$ cat src/rtl/tx_intf_pkg.sv
// tx_intf_pkg: shared state encoding and constants for the TX I/Q
// read-side scheduler (tx_iq_rd_sched).
package tx_intf_pkg;

  typedef enum logic [2:0] {
    ST_IDLE,
    ST_PREFILL,
    ST_STREAM,
    ST_TAIL,
    ST_DONE
  } tx_state_e;

  localparam int IQ_PACK_W = 32;

  localparam logic [15:0] UNDERRUN_MAX = 16'hFFFF;

endpackage

$ cat src/rtl/tx_rate_strobe.sv
// tx_rate_strobe: loadable down-counter giving one strobe per
// (i_div+1) enabled clocks; the first strobe follows a load immediately.
module tx_rate_strobe #(
  parameter int DIV_WIDTH = 8
) (
  input  logic                 clk,
  input  logic                 rstn,
  input  logic                 i_load,
  input  logic                 i_en,
  input  logic [DIV_WIDTH-1:0] i_div,
  output logic                 o_strobe
);

  logic [DIV_WIDTH-1:0] r_cnt;

  assign o_strobe = i_en && (r_cnt == '0);

  // i_div is only sampled on reload, so a new rate starts cleanly
  always_ff @(posedge clk) begin
    if (!rstn) begin
      r_cnt <= '0;
    end else if (i_load) begin
      r_cnt <= '0;
    end else if (o_strobe) begin
      r_cnt <= i_div;
    end else if (i_en) begin
      r_cnt <= r_cnt - 1'b1;
    end
  end

endmodule

$ cat src/rtl/tx_iq_rd_sched.sv
// tx_iq_rd_sched: TX I/Q FIFO read scheduler (prefill, paced drain, underrun fill).
// Define TX_IQ_TAIL_PAD_EN to append TAIL_LEN zero samples after each packet.
module tx_iq_rd_sched
  import tx_intf_pkg::*;
#(
  parameter int IQ_DATA_WIDTH = IQ_PACK_W / 2,
  parameter int CNT_WIDTH     = 11,
  parameter int DIV_WIDTH     = 8,
  parameter int TAIL_LEN      = 16
) (
  input  logic                       clk,
  input  logic                       rstn,
  input  logic [CNT_WIDTH-1:0]       prefill_thr,
  input  logic [DIV_WIDTH-1:0]       rate_div,
  input  logic                       pkt_end,
  input  logic                       tx_abort,
  input  logic [CNT_WIDTH-1:0]       fifo_count,
  input  logic                       fifo_empty,
  input  logic [2*IQ_DATA_WIDTH-1:0] fifo_dout,
  output logic                       fifo_rden,
  output logic                       fifo_flush,
  input  logic                       dac_ready,
  output logic [2*IQ_DATA_WIDTH-1:0] iq_out,
  output logic                       iq_out_valid,
  output logic                       tx_active,
  output logic                       tx_done,
  output logic [15:0]                underrun_cnt
);

  localparam int PW = 2 * IQ_DATA_WIDTH;

  tx_state_e     r_state;
  logic [PW-1:0] r_iq;
  logic          r_valid;
  logic          r_flush;
  logic          r_active;
  logic          r_done;
  logic          r_seen;
  logic [15:0]   r_urun;
  logic          w_stb;
  logic          w_run;

`ifdef TX_IQ_TAIL_PAD_EN
  localparam int TW = $clog2(TAIL_LEN + 1);
  logic [TW-1:0] r_tail;
`endif

  assign w_run = (r_state == ST_STREAM) || (r_state == ST_TAIL);

  tx_rate_strobe #(
    .DIV_WIDTH (DIV_WIDTH)
  ) u_stb (
    .clk      (clk),
    .rstn     (rstn),
    .i_load   (!w_run),
    .i_en     (w_run),
    .i_div    (rate_div),
    .o_strobe (w_stb)
  );

  assign fifo_rden = rstn && !tx_abort && (r_state == ST_STREAM)
                  && w_stb && dac_ready && !fifo_empty;

  assign fifo_flush   = r_flush;
  assign iq_out       = r_iq;
  assign iq_out_valid = r_valid;
  assign tx_active    = r_active;
  assign tx_done      = r_done;
  assign underrun_cnt = r_urun;

  always_ff @(posedge clk) begin
    if (!rstn) begin
      r_state  <= ST_IDLE;
      r_iq     <= '0;
      r_valid  <= 1'b0;
      r_flush  <= 1'b0;
      r_active <= 1'b0;
      r_done   <= 1'b0;
      r_seen   <= 1'b0;
      r_urun   <= '0;
`ifdef TX_IQ_TAIL_PAD_EN
      r_tail   <= '0;
`endif
    end else begin
      r_valid <= 1'b0;
      r_flush <= 1'b0;
      r_done  <= 1'b0;
      if (tx_abort && (r_state != ST_IDLE)) begin
        r_state  <= ST_IDLE;
        r_flush  <= 1'b1;
        r_iq     <= '0;
        r_active <= 1'b0;
        r_seen   <= 1'b0;
      end else begin
        unique case (r_state)
          // hold off while our own flush is still reaching the FIFO
          ST_IDLE: begin
            if (!fifo_empty && !r_flush) begin
              r_state  <= ST_PREFILL;
              r_active <= 1'b1;
              r_urun   <= '0;
              r_seen   <= pkt_end;
            end
          end
          ST_PREFILL: begin
            if (pkt_end) r_seen <= 1'b1;
            if ((fifo_count >= prefill_thr) || r_seen) begin
              r_state <= ST_STREAM;
            end
          end
          ST_STREAM: begin
            if (pkt_end) r_seen <= 1'b1;
            if (w_stb) begin
              if (fifo_empty && r_seen) begin
`ifdef TX_IQ_TAIL_PAD_EN
                r_state  <= ST_TAIL;
                r_tail   <= '0;
`else
                r_state  <= ST_DONE;
                r_done   <= 1'b1;
                r_active <= 1'b0;
`endif
              end else if (dac_ready) begin
                r_valid <= 1'b1;
                if (!fifo_empty) begin
                  r_iq <= fifo_dout;
                end else begin
                  r_iq <= '0;
                  if (r_urun != UNDERRUN_MAX) r_urun <= r_urun + 16'd1;
                end
              end
            end
          end
          ST_TAIL: begin
`ifdef TX_IQ_TAIL_PAD_EN
            if (r_tail == TW'(TAIL_LEN)) begin
              r_state  <= ST_DONE;
              r_done   <= 1'b1;
              r_active <= 1'b0;
            end else if (w_stb && dac_ready) begin
              r_valid <= 1'b1;
              r_iq    <= '0;
              r_tail  <= r_tail + 1'b1;
            end
`else
            r_state <= ST_IDLE;
`endif
          end
          ST_DONE: begin
            r_state <= ST_IDLE;
            r_seen  <= 1'b0;
          end
          default: r_state <= ST_IDLE;
        endcase
      end
    end
  end

endmodule

$ cat config.mk
export PLATFORM = sky130hd
export DESIGN_NAME = tx_iq_rd_sched
export DESIGN_NICKNAME = d
export VERILOG_FILES = /design/src/rtl/tx_intf_pkg.sv /design/src/rtl/tx_rate_strobe.sv /design/src/rtl/tx_iq_rd_sched.sv
export SDC_FILE = /design/constraint.sdc
export NUM_CORES = 1
export LEC_CHECK = 0
export ABC_AREA = 1
export CORE_MARGIN = 2
export CORE_UTILIZATION = 40
export DETAILED_ROUTE_END_ITERATION = 8
export HOLD_SLACK_MARGIN = 0.1
export PLACE_DENSITY_LB_ADDON = 0.12
export SYNTH_ARGS = -nofsm -noshare
export SYNTH_HDL_FRONTEND = slang
export SYNTH_SLANG_ARGS = --single-unit
$ cat constraint.sdc
create_clock -name clk -period 1.7 [get_ports clk]
set_input_delay 0.17 -clock clk [delete_from_list [all_inputs] [get_ports clk]]
set_output_delay 0.17 -clock clk [all_outputs]
set_load 0.02 [all_outputs]
# --- Word-level counts from Yosys, hierarchy flattened ---
# Index checks and enable logic that the tools add are counted.
classes:
  addsub: 2
  magnitude_cmp: 1
  n_eq_ne: 14
  muxes: 24
  bitwise_logic: 5
  n_reduce_logical: 29
ops:
  columns: ["operator", "count"]
  rows:
  - ["two-way mux 16 bit", 6]
  - ["two-way mux 32 bit", 1]
  - ["case mux 16 bit (2 select lines)", 1]
  - ["adder 16 x 1 -> 16 bit (second input constant)", 1]
  - ["inequality test 16 bit (second input constant)", 1]
  - ["two-way mux 3 bit", 4]
  - ["inequality test 2 bit (second input constant)", 6]
  - ["AND reduction 4 bit", 3]
  - ["greater-or-equal comparator 11 bit", 1]
  - ["logical AND 1 bit", 9]
  - ["case mux 3 bit (3 select lines)", 1]
  - ["logical NOT 8 bit", 1]
  - ["two-way mux 1 bit", 8]
  - ["two-way mux 8 bit", 1]
  - ["AND reduction 8 bit", 1]
  - ["subtractor 8 x 1 -> 8 bit (second input constant)", 1]
  - ["== test 3 x 2 -> 1 bit (second input constant)", 2]
  - ["inequality test 2 x 1 -> 1 bit (second input constant)", 3]
  - ["nonzero test 3 bit", 2]
  - ["NOT 1 bit", 5]
  - ["OR reduction 5 bit", 1]
  - ["OR reduction 2 bit", 2]
  - ["OR reduction 4 bit", 1]
  - ["== test 3 x 1 -> 1 bit (second input constant)", 1]
  - ["other kinds (9)", 12]
totals:
  regBits: 64
  inputBits: 68
  output_inout_bits: 53
  wordCells: 84

# --- Depth between registers and ports, before layout ---
logic_depth:
  depth_word: 7
  depth_mapped: 11
  ltp_nobuf: 11

# --- By module ---
# Synthesis repeated with hierarchy kept, for this count alone.
hier_totals:
  hier_cells: 490
  area_unflattened_um2: 3343.2
by_module_without_submodules:
  columns: ["module", "instances", "cells_each", "area_each_um2", "seq_area_each_um2"]
  rows:
  - ["tx_iq_rd_sched", 1, 399, 2791.4, 1121.1]
  - ["tx_rate_strobe", 1, 91, 551.8, 160.2]

# --- Worst setup path after synthesis ---
# Ideal clock, no wire load.
synth_path:
  kind: "register to register"
  startpoint: "register r_urun[0] (netlist: underrun_cnt[0])"
  endpoint: "register r_urun[10] (netlist: underrun_cnt[10])"
  t_arrival_ps: 1664
  required_ps: 1629
  slack_ps: -35
  stages_incl_launch_ff: 9
  n_path_buf: 1
  synth_period_minus_slack_ps: 1735
  path_cell_list: "dfxtp_1 ha_1 nand2_1 nor3_1 nand3_1 nand3_4 buf_2 nand3_1 a21oi_2"
synth_between:
  elab_chain_len: 7
synth_rtl:
  columns: ["element", "line_no", "rtl"]
  rows:
  - ["from (decl)", "tx_iq_rd_sched.sv:39", "logic [15:0] r_urun;"]
  - ["from (signal assigned)", "tx_iq_rd_sched.sv:129", "if (r_urun != UNDERRUN_MAX) r_urun <= r_urun + 16'd1;"]
  - ["adder 16 x 1 -> 16 bit", "tx_iq_rd_sched.sv:129", null]
  - ["two-way mux 16 bit", "tx_iq_rd_sched.sv:129", null]
  - ["two-way mux 16 bit", "tx_iq_rd_sched.sv:125", "if (!fifo_empty) begin"]
  - ["two-way mux 16 bit", "tx_iq_rd_sched.sv:123", "end else if (dac_ready) begin"]
  - ["two-way mux 16 bit", "tx_iq_rd_sched.sv:114", "if (fifo_empty && r_seen) begin"]
  - ["two-way mux 16 bit", "tx_iq_rd_sched.sv:113", "if (w_stb) begin"]
  - ["case mux 16 bit (2 select lines)", "tx_iq_rd_sched.sv:95", "unique case (r_state)"]
# Several ways; a longest one is shown, not always the timed one. The select of a mux whose other input is x is not followed.
# A chain may end at the register's enable or synchronous reset.

# --- Final worst setup path ---
layout_path:
  startpoint: "register u_stb.r_cnt[0]"
  endpoint: "register r_urun[7] (netlist: underrun_cnt[7])"
layout_between:
  elab_chain_len: 4
layout_rtl:
  columns: ["element", "line_no", "rtl"]
  rows:
  - ["from (decl)", "tx_rate_strobe.sv:14", "logic [DIV_WIDTH-1:0] r_cnt;"]
  - ["from (signal assigned)", "tx_rate_strobe.sv:25", "r_cnt <= i_div;"]
  - ["from (signal assigned)", "tx_rate_strobe.sv:27", "r_cnt <= r_cnt - 1'b1;"]
  - ["logical NOT 8 bit", "tx_rate_strobe.sv:16", "assign o_strobe = i_en && (r_cnt == '0);"]
  - ["logical AND 1 bit", "tx_rate_strobe.sv:16", null]
  - ["inequality test 2 bit (no line)", null, null]
  - ["AND reduction 8 bit (no line)", null, null]
# No other way between the ends.

==> run_summary.xml <==
<?xml version="1.0" encoding="UTF-8"?>
<metrics>
  <group name="drt">
    <metric name="route.antenna.remaining_nets" unit="">0</metric>
    <metric name="drc_violation_count_after_routing" unit="">0</metric>
    <metric name="drt-vias-per-instance" unit="">5.01</metric>
    <metric name="total_iterations_of_the_first_detailed_routing_run" unit="">4</metric>
    <metric name="drt_iter0_markers" unit="">174</metric>
    <metric name="finalWirelength" unit="um">10200</metric>
    <metric name="vias" unit="">3818</metric>
    <metric name="average_detailed_routed_wire_length_per_instance" unit="um">13.4</metric>
  </group>
  <group name="synthesis">
    <metric name="ys_top_cells_by_area" unit="">sky130_fd_sc_hd__dfxtp_1 (37%), sky130_fd_sc_hd__nand2_1 (12%), sky130_fd_sc_hd__nand3_1 (8.7%)</metric>
    <metric name="synth_area" unit="mm^2">0.00344</metric>
    <metric name="netlist.top_cell.by_area" unit="">sky130_fd_sc_hd__dfxtp_1</metric>
    <metric name="netlist-cell-type-count" unit="">32</metric>
    <metric name="syn-mean-instance-area" unit="um^2">7.01</metric>
    <metric name="synthesis.instances" unit="">491</metric>
    <metric name="synth_warn" unit="">0</metric>
    <metric name="synth_top_area_share" unit="%">37.2</metric>
    <metric name="syn_nets" unit="">572</metric>
    <metric name="synth-seq-cells" unit="">64</metric>
    <metric name="synth.yosys.seq_area_share" unit="%">37.2</metric>
  </group>
  <group name="worst_setup_path">
    <metric name="timing.critical_path.slowest_cell_delay" unit="ns">0.33</metric>
    <metric name="critPathKind" unit="">reg2reg</metric>
    <metric name="cp_data_required_time" unit="ns">1.93</metric>
    <metric name="crit_path_start_kind" unit="">flop</metric>
    <metric name="worst_setup_path_end_kind" unit="">flop</metric>
    <metric name="timing.critical_path.arrival" unit="ns">1.89</metric>
    <metric name="path_max_fanout" unit="">8</metric>
    <metric name="critical_path.slowest_cell" unit="">sky130_fd_sc_hd__dfxtp_2</metric>
    <metric name="worstPathCellList" unit="">inv_2 &gt; ha_4 &gt; nand2_4 &gt; nor2_4 &gt; nand2_2 &gt; buf_6 &gt; nor2_4 &gt; nand3_4 &gt; buf_6 &gt; nand3_1 &gt; a21oi_2</metric>
  </group>
  <group name="die">
    <metric name="design.core.area" unit="mm^2">0.00830</metric>
    <metric name="floorplan.die_area" unit="mm^2">0.00936</metric>
    <metric name="horiz_die_dim" unit="um">96.8</metric>
    <metric name="io_pins" unit="">121</metric>
    <metric name="die_height" unit="um">96.8</metric>
    <metric name="floorplan.initialDensity" unit="%">41.5</metric>
    <metric name="floorplan_row_count" unit="">33</metric>
  </group>
  <group name="grt">
    <metric name="global_route_wire_length_before_repair" unit="um">15900</metric>
    <metric name="first_global_vias" unit="">3503</metric>
    <metric name="globalRoute.totalOverflow" unit="">0</metric>
    <metric name="grt_max_degree" unit="">36</metric>
    <metric name="antenna_found_initial" unit="">0</metric>
    <metric name="groute.usage.overall" unit="%">20.5</metric>
  </group>
  <group name="final_layout">
    <metric name="layout.area.seq" unit="mm^2">0.00128</metric>
    <metric name="finalCoreUtilization" unit="%">65.5</metric>
    <metric name="post_route_cells_drive_above_1_share" unit="%">17.8</metric>
    <metric name="multi_input_area" unit="mm^2">0.00200</metric>
    <metric name="n_antenna_cell" unit="">0</metric>
    <metric name="flow.area_growth_from_synthesis" unit="%">58.0</metric>
    <metric name="fillers" unit="">749</metric>
    <metric name="net_count_of_the_finished_layout" unit="">734</metric>
  </group>
  <group name="clock_tree">
    <metric name="clock_tree.buffer_depth" unit="">2</metric>
    <metric name="clock_tree.root_cell" unit="">sky130_fd_sc_hd__clkbuf_8</metric>
    <metric name="insertion_delay" unit="ns">0.34</metric>
    <metric name="tritoncts.num_buffers" unit="">9</metric>
    <metric name="clock_sink_count" unit="">64</metric>
    <metric name="htree_levels" unit="">3</metric>
    <metric name="tritoncts" unit="">yes</metric>
    <metric name="worst_setup_hold_path_clk_slew" unit="ns">0.08</metric>
  </group>
  <group name="placed_design">
    <metric name="finalWeightedCongestion" unit="">0.906</metric>
    <metric name="detailedPlacementHpwl" unit="um">6830</metric>
    <metric name="io_buffer_count" unit="">120</metric>
    <metric name="preCtsSetupSlack" unit="ns">-0.215</metric>
  </group>
  <group name="power_and_ir_drop">
    <metric name="static_leakage" unit="nW">2.18</metric>
    <metric name="clkPwrFrac" unit="%">23.8</metric>
    <metric name="power.switching" unit="W">0.00183</metric>
    <metric name="relative_contribution_of_combinational_cells_to_total_power" unit="%">41.3</metric>
    <metric name="totalPowerFinal" unit="W">0.00479</metric>
    <metric name="internal-power" unit="W">0.00296</metric>
    <metric name="vdd_drop_max" unit="mV">0.498</metric>
    <metric name="p_sw_share" unit="%">38.2</metric>
    <metric name="pwr-share-seq" unit="%">34.9</metric>
    <metric name="power.density_cell_area" unit="mW/mm^2">880</metric>
  </group>
  <group name="timing">
    <metric name="fmaxAchievable" unit="GHz">0.604</metric>
    <metric name="grt_setup_unrepaired" unit="">true</metric>
    <metric name="layout_worst_path_cycle_share" unit="%">97.4</metric>
    <metric name="fin_ws" unit="ns">0.0439</metric>
    <metric name="max_slew.worst_pin.slew" unit="ns">0.392</metric>
    <metric name="finalSetupViolations" unit="">0</metric>
    <metric name="hold_viol" unit="">0</metric>
    <metric name="slew_limit_headroom" unit="%">73.7</metric>
    <metric name="drv_slew" unit="">0</metric>
    <metric name="final.setup_skew" unit="ns">0.0106</metric>
    <metric name="timing.setup.tns" unit="ns">0</metric>
    <metric name="finalWorstPathRequiredPeriod" unit="ns">1.66</metric>
  </group>
  <group name="run">
    <metric name="timing.max_cap.violations" unit="">0</metric>
  </group>
  <group name="hold_path">
    <metric name="worstHoldPathType" unit="">in2reg</metric>
  </group>
  <group name="run_status">
    <metric name="status" unit="">finished, final reports clean</metric>
  </group>
</metrics>
## layer usage
metal	track usage [%]	part of all wire [%]	vias to the layer above
met5	0	0	-
met4	4.88	0.68	0
met3	7.37	8.0	7
met2	33.0	48	121
met1	26.2	44	1759
li1	-	-	1931
## cell type report
class	instances	area share [%]
multi-input cells	358	36.8
flip-flops and latches	64	23.6
clock inverters	5	0.644
well taps	105	2.42
inverters	53	3.75
clock buffers	10	2.35
repair buffers	167	30.4
## worst max-delay path, delay by kind of cell (launching register included)
kind	cells	cell delay [ns]
AO/OA/AOI/OAI	1	0.06
AND/OR/NAND/NOR	6	0.63
adder cells (fa/ha/maj)	1	0.14
buffers and inverters	3	0.39
flip-flops	1	0.33
## flip-flops by register name (all words and copies together) (netlist names), 3 cells and up
signal	count
underrun_cnt	16
iq_out	32
r_state	3
u_stb.r_cnt	8
## kinds of logic after synthesis
group	after synthesis	share of synthesized area [%]
adder cells (fa/ha/maj)	13	4.73
AND/OR/NAND/NOR	255	33.8
buffers and inverters	71	8.32
XOR/XNOR	12	3.05
AO/OA/AOI/OAI	76	12.9
flip-flops	64	37.2
## power by group through the flow
stage | registers, W | logic (W) | clock network (W)
6_report | 0.00167 | 0.00198 | 0.00114
5_1_grt | 0.00168 | 0.00216 | 0.00123
4_1_cts | 0.00166 | 0.00180 | 0.00116
3_5_place_dp | 0.00170 | 0.00167 | 0
3_3_place_gp | 0.00169 | 0.00164 | 0
2_1_floorplan | 0.00172 | 0.00106 | 0
## cells in the mapped netlist, drive strengths merged
cell    number
a211oi       2
a21oi       29
and2         1
buf         11
clkbuf       7
dfxtp       64
ha          13
inv         53
nand2      119
nand3       62
nand3b       3
nand4        7
nor2        53
nor3         9
o211ai       3
o21ai       41
o21bai       1
or2          1
xnor2        4
xor2         8
## layout by cell type (no fill, tap or decap), drive strengths merged, types with 2 or more instances in the layout
cell / count
a211oi: 2
a21oi: 29
buf: 44
clkbuf: 14
clkdlybuf4s50: 119
clkinvlp: 4
dfxtp: 64
ha: 13
inv: 53
nand2: 120
nand3: 63
nand3b: 3
nand4: 7
nor2: 53
nor3: 9
o211ai: 3
o21ai: 41
xnor2: 4
xor2: 8
## final timing paths
path	end	slack, ns	startpoint	cells after the start
setup / recovery	underrun_cnt[7]	0.04	u_stb.r_cnt[0]	11
hold reg to reg	u_stb.r_cnt[0]	0.44	u_stb.r_cnt[0]	1
setup reg to reg	underrun_cnt[7]	0.04	u_stb.r_cnt[0]	11
hold / removal	iq_out[7]	0.36	fifo_dout[7]	3
## through the flow
stage | std cells | hold slack, ns | cell area (um^2)
6_report | 762 | 0.365 | 5440
3_3_place_gp | 733 | 0.416 | 4960
5_1_grt | 762 | 0.359 | 5440
4_1_cts | 752 | 0.357 | 5210
3_5_place_dp | 733 | 0.453 | 4960
2_1_floorplan | 491 | 0.285 | 3440
## what timing repair did
item,4_1_cts,5_1_grt
setup buffers,2,6
endpoints found under the setup margin,49,37
hold buffers,0,0
gates resized for setup,18,23
cloned,2,4
pin swaps,3,7
endpoints found under the hold margin,0,0
No activity file was read; power rests on OpenSTA's default activity.
